## src/rtl/imem_dmem_arbiter.sv

```systemverilog
`default_nettype none
// ============================================================================
// Module   : imem_dmem_arbiter
// Purpose  : Shares one synchronous-read RAM between the IF and MEM stages,
//            with MEM priority and misaligned-access rejection.
// Revision : 1.0
// ============================================================================
module imem_dmem_arbiter #(
   parameter int ADDR_WIDTH = 14
) (
   input  logic                  clk,
   input  logic                  rst,
   input  logic                  if_req,
   input  logic [31:0]           if_addr,
   output logic                  if_valid,
   output logic [31:0]           if_inst,
   input  logic                  mem_rd,
   input  logic                  mem_wr,
   input  logic [31:0]           mem_addr,
   input  logic [31:0]           mem_wdata,
   input  logic [3:0]            mem_wstrb,
   output logic                  mem_valid,
   output logic [31:0]           mem_rdata,
   output logic                  mem_err,
   output logic                  stall_if,
   output logic                  stall_mem,
   output logic                  ram_en,
   output logic [3:0]            ram_we,
   output logic [ADDR_WIDTH-1:0] ram_addr,
   output logic [31:0]           ram_wdata,
   input  logic [31:0]           ram_rdata
);

   // owner_q names whose RAM response arrives in the current cycle
   localparam logic [1:0] OWN_NONE = 2'd0;
   localparam logic [1:0] OWN_IF   = 2'd1;
   localparam logic [1:0] OWN_MEM  = 2'd2;
   localparam logic [1:0] OWN_ERR  = 2'd3;

   logic [1:0] owner_q, owner_d;
   logic       store_q, store_d;
   logic       w_mem_req;
   logic       w_misaligned;
   logic       w_mem_elig;
   logic       w_if_elig;
   logic       w_unused;

   assign w_mem_req = mem_rd | mem_wr;
   assign w_unused  = ^{if_addr[31:ADDR_WIDTH+2], if_addr[1:0], mem_addr[31:ADDR_WIDTH+2]};

   // Loads are word-only; rd+wr together behaves as a store
   always_comb begin
      w_misaligned = 1'b0;
      if (mem_wr) begin
         if (mem_wstrb == 4'b1111)
            w_misaligned = (mem_addr[1:0] != 2'b00);
         else if (mem_wstrb == 4'b0011 || mem_wstrb == 4'b1100)
            w_misaligned = mem_addr[0];
      end else begin
         w_misaligned = (mem_addr[1:0] != 2'b00);
      end
   end

   assign w_mem_elig = w_mem_req && (owner_q != OWN_MEM) && (owner_q != OWN_ERR);
   assign w_if_elig  = if_req && (owner_q != OWN_IF);

   always_comb begin
      owner_d   = OWN_NONE;
      store_d   = 1'b0;
      ram_en    = 1'b0;
      ram_we    = 4'b0000;
      ram_addr  = '0;
      ram_wdata = '0;
      if (!rst) begin
         if (w_mem_elig) begin
            store_d = mem_wr;
            if (w_misaligned) begin
               owner_d = OWN_ERR;
            end else begin
               owner_d   = OWN_MEM;
               ram_en    = 1'b1;
               ram_we    = mem_wr ? mem_wstrb : 4'b0000;
               ram_addr  = mem_addr[ADDR_WIDTH+1:2];
               ram_wdata = mem_wdata;
            end
         end else if (w_if_elig) begin
            owner_d  = OWN_IF;
            ram_en   = 1'b1;
            ram_addr = if_addr[ADDR_WIDTH+1:2];
         end
      end
   end

   always_ff @(posedge clk or posedge rst) begin
      if (rst) begin
         owner_q <= OWN_NONE;
         store_q <= 1'b0;
      end else begin
         owner_q <= owner_d;
         store_q <= store_d;
      end
   end

   assign if_valid  = (owner_q == OWN_IF);
   assign if_inst   = if_valid ? ram_rdata : 32'h0;
   assign mem_valid = (owner_q == OWN_MEM) || (owner_q == OWN_ERR);
   assign mem_err   = (owner_q == OWN_ERR);
   assign mem_rdata = ((owner_q == OWN_MEM) && !store_q) ? ram_rdata : 32'h0;
   assign stall_if  = if_req & ~if_valid;
   assign stall_mem = w_mem_req & ~mem_valid;

endmodule
`default_nettype wire

```

## config.mk

```make
export PLATFORM = sky130hd
export DESIGN_NAME = imem_dmem_arbiter
export DESIGN_NICKNAME = d
export VERILOG_FILES = /design/src/rtl/imem_dmem_arbiter.sv
export SDC_FILE = /design/constraint.sdc
export NUM_CORES = 1
export LEC_CHECK = 0
export CORE_AREA = 2 2 98 100
export CTS_BUF_LIST = sky130_fd_sc_hd__clkbuf_4 sky130_fd_sc_hd__clkbuf_8
export DETAILED_ROUTE_END_ITERATION = 7
export DIE_AREA = 0 0 100 102
export HOLD_SLACK_MARGIN = 0.08
export PLACE_DENSITY = 0.66
export SLEW_MARGIN = 20
export SYNTH_ARGS = -nofsm -noshare
export SYNTH_HDL_FRONTEND = slang
export SYNTH_SLANG_ARGS = --single-unit
export TNS_END_PERCENT = 100
```

## constraint.sdc

```tcl
create_clock -name clk -period 2.4 [get_ports clk]
set_input_delay 0.72 -clock clk [delete_from_list [all_inputs] [get_ports clk]]
set_output_delay 0.72 -clock clk [all_outputs]
set_load 0.03 [all_outputs]
```

==> metrics <==
Leakage Power=between 1.5 and 2 nW; total number of vias=2029; number of enable-type register cells in the synthesized netlist=0; outcome=complete, but fails checks; Cell Area, Placed=between 3000 and 4000 um^2; drt pass-1 iters=4; final setup violation count=51; period utilisation layout=118.7%; largest voltage drop on the vdd net=around 0.21 mV; nature of the critical path endpoint=output pin; violated checks=setup timing; data required time at the worst endpoint=~1.7 ns; final critical-path setup slack=-0.4498 ns; share of final-layout standard cells stronger than drive strength 1=between 50% and 60%; total I/O pin count=257; worst reg2reg path depth=6; setup repair after global routing missed its margin=true; violation count after the first detailed-route iteration=36; worst-skew pair later-pin latency=0.22 ns; slew at the pin closest to its max-slew limit=roughly 0.38 ns; max-slew violations=0; worst max-slew margin expressed relative to the limit=between 70 and 80%; Setup crit start=mem_wstrb[1]; CTS Root Cell=sky130_fd_sc_hd__clkbuf_8; final design instance area without fill=roughly 4000 um^2; largest net degree at the start of global routing=35; slowest cell on the critical path=sky130_fd_sc_hd__and4bb_1; arrival time reported for the critical path endpoint=2.13 ns; number of CTS-inserted buffers=3; die area=a little over 10000 um^2; longest individual stage delay on the worst path=approximately 0.30 ns; cell count after synthesis=159; Clock Sink Count=3; NetSw=~470 uW; via density per instance=between 3 and 4; final period demand of the worst path=2.850 ns; Clock Power Share=between 10 and 15%; global-route usage over all layers=13.06%; number of buffers added to fix hold violations after cts=0; type of the setup path with the least slack=in -> out; fraction of power spent switching nets=approximately two fifths; diodes inserted=0; maximum clock insertion buffer count=2; most common cell type on the critical path=sky130_fd_sc_hd__buf_6; total of warnings raised by yosys=0; global placer's final weighted congestion=between 0.7 and 0.8; critical path, cell by cell=buf_6, and4bb_1, o2bb2ai_4, nor3_4, buf_12, buf_8, buf_16, a22o_4, buf_6; endpoint of the most critical register-to-register path=owner_q[0]$_DFF_PP0_; global-route wire length before repair=between 10 and 15 mm; total number of nets in the final design=roughly 540; internal power=approximately 670 uW; clock transition at the registers of the reported paths=around 0.030 ns; worst setup skew after layout=a little over 0.0005 ns; Comb power frac=80.8%; synthesis-to-finish area growth=270.8%; Mean Syn Cell Area=between 6 and 7 um^2; number of routed nets with antenna violations=0; post-route setup TNS=-19.74 ns; sequential fraction of the synthesis area=6.985%; remaining routing DRC violations=0; startpoint type of the worst setup path=primary input; Final Instance Count excl. Fillers=509; area share of the leading cell type in the synthesized netlist=a little under three fifths; final WL=~7.9 mm; most numerous cell in the Yosys netlist=sky130_fd_sc_hd__and2_1; critical path capture point=ram_addr[8]; core area=just over 9000 um^2; power share of the sequential group=5.1%; total instance count after detailed placement=489; post-synthesis async set-or-reset flop share=between 90% and 100%; power density of the placed cells=between 200 and 300 nW/um^2; synth top area cells=sky130_fd_sc_hd__and2_1 57%, sky130_fd_sc_hd__a22o_1 11%, sky130_fd_sc_hd__dfrtp_1 7.0%; hpwl dp=~5.7 mm; cell area after synthesis=around 1100 um^2; top cell types by occurrence after synthesis=98 x sky130_fd_sc_hd__and2_1, 14 x sky130_fd_sc_hd__a22o_1, 7 x sky130_fd_sc_hd__clkbuf_1, 7 x sky130_fd_sc_hd__nor2_1, 4 x sky130_fd_sc_hd__and3_1; initial antenna violation count=0; library cell with the largest summed area after synthesis=sky130_fd_sc_hd__and2_1; TritonCTS clock tree=done; worst-case setup slack after placement=-0.6845 ns; placement row count=35; count of distinct cell types in the synthesized netlist=25; vias in the first global route=1873; port buffer count=about 220; final hold slack=~0.5 ns; number of nets in the synthesized netlist=296; flip-flop cell with the highest count after synthesis=sky130_fd_sc_hd__dfrtp_1; min-delay worst type=in -> async; global route total overflow=0; Max Fclk=around 0.35 GHz; Crit Path Max Fanout=6; number of max-capacitance violations reported=0; Final Hold Viols=0; chip width=roughly 100 um; deepest level of the CTS H-tree=1; FF-to-FF Start=owner_q[1]$_DFF_PP0_; setup slack on the worst flop-to-flop path=about 1.1 ns; starting utilization of the core area=11.80%; Yosys reg bits=3; wire length per cell after detailed routing=15.53 um; vertical die dimension=approximately 100 um
-- kinds of logic (layout without fill, tap and decap cells) --
logic type / Yosys count / in the layout / share of synthesized area (%)
xor+xnor: 1 / 1 / 0.8150
simple gates: 122 / 122 / 69.62
compound gates: 18 / 18 / 14.67
buf+inv: 15 / 254 / 7.916
flops: 3 / 3 / 6.985
-- power groups by stage --
stage                     logic [mW]  registers (mW)  clock network, mW
after detailed placement       0.761          0.0580                  0
after global placement         0.757          0.0579                  0
after CTS                      0.905          0.0577              0.164
after floorplan                0.382          0.0565                  0
after global routing           0.955          0.0580              0.166
final                          0.913          0.0576              0.160
-- critical path: cells and delay by family --
| kind | cells | cell delay (ns) |
|---|---|---|
| buf+inv | 5 | 0.64 |
| compound gates | 2 | 0.40 |
| simple gates | 2 | 0.37 |
-- per-stage QoR --
stage	util (%)	power [mW]
after floorplan	-	0.4389
after global placement	36.02	0.8150
after detailed placement	36.02	0.8189
after CTS	43.28	1.126
after global routing	43.75	1.179
final	43.75	1.131
-- layout by cell type, fill, tap and decap left out, types with 2 or more instances in the layout --
cell type                         netlist  layout
sky130_fd_sc_hd__dlygate4sd2_1          0       2
sky130_fd_sc_hd__a22o_1                14       4
sky130_fd_sc_hd__buf_16                 0       6
sky130_fd_sc_hd__buf_12                 0       6
sky130_fd_sc_hd__buf_8                  0       3
sky130_fd_sc_hd__buf_4                  1      81
sky130_fd_sc_hd__nor3_1                 3       3
sky130_fd_sc_hd__dfrtp_1                3       3
sky130_fd_sc_hd__clkdlybuf4s15_2        0       2
sky130_fd_sc_hd__and3_4                 0       4
sky130_fd_sc_hd__and2_4                 0      31
sky130_fd_sc_hd__buf_6                  3      52
sky130_fd_sc_hd__nor2_2                 0       2
sky130_fd_sc_hd__clkdlybuf4s50_1        0      95
sky130_fd_sc_hd__nor2_1                 7       4
sky130_fd_sc_hd__and2_1                98      67
sky130_fd_sc_hd__nor2b_1                2       2
sky130_fd_sc_hd__clkbuf_8               0       3
sky130_fd_sc_hd__a22o_4                 0      10
-- layer usage --
metal | vias to the layer above | track usage (%) | share of wire (%)
li1 | 1006 | - | -
met1 | 923 | 15.40 | 38
met2 | 92 | 24.90 | 55
met3 | 8 | 2.599 | 6.8
met4 | 0 | 2.002 | 0.89
met5 | - | 0 | 0
-- timing repair --
item,4_1_cts,5_1_grt
gates cloned,6,1
pin swaps,43,13
setup endpoints to repair,52,51
gates resized for setup,121,2
buffers inserted,8,2
-- final cells by class --
| class | count | area [um^2] |
|---|---|---|
| Clock buffer | 4 | 48.80 |
| Timing Repair Buffer | 249 | 2545 |
| Tap cell | 111 | 138.9 |
| Fill cell | 878 | 5124 |
| Inverter | 1 | 3.754 |
| Sequential cell | 3 | 75.07 |
| Multi-Input combinational cell | 141 | 1174 |
-- worst min-delay path by stage --
stage / start / endpoint
floorplan: rst / owner_q[0]$_DFF_PP0_
global placement: owner_q[1]$_DFF_PP0_ / owner_q[1]$_DFF_PP0_
detailed placement: owner_q[1]$_DFF_PP0_ / store_q$_DFF_PP0_
CTS: rst / owner_q[0]$_DFF_PP0_
global route: rst / owner_q[0]$_DFF_PP0_
finish: rst / owner_q[1]$_DFF_PP0_
-- registers in the layout, summed over array words and instances (netlist names) --
signal	flops
store_q	1
owner_q	2
No activity file was read; power rests on OpenSTA's default activity.
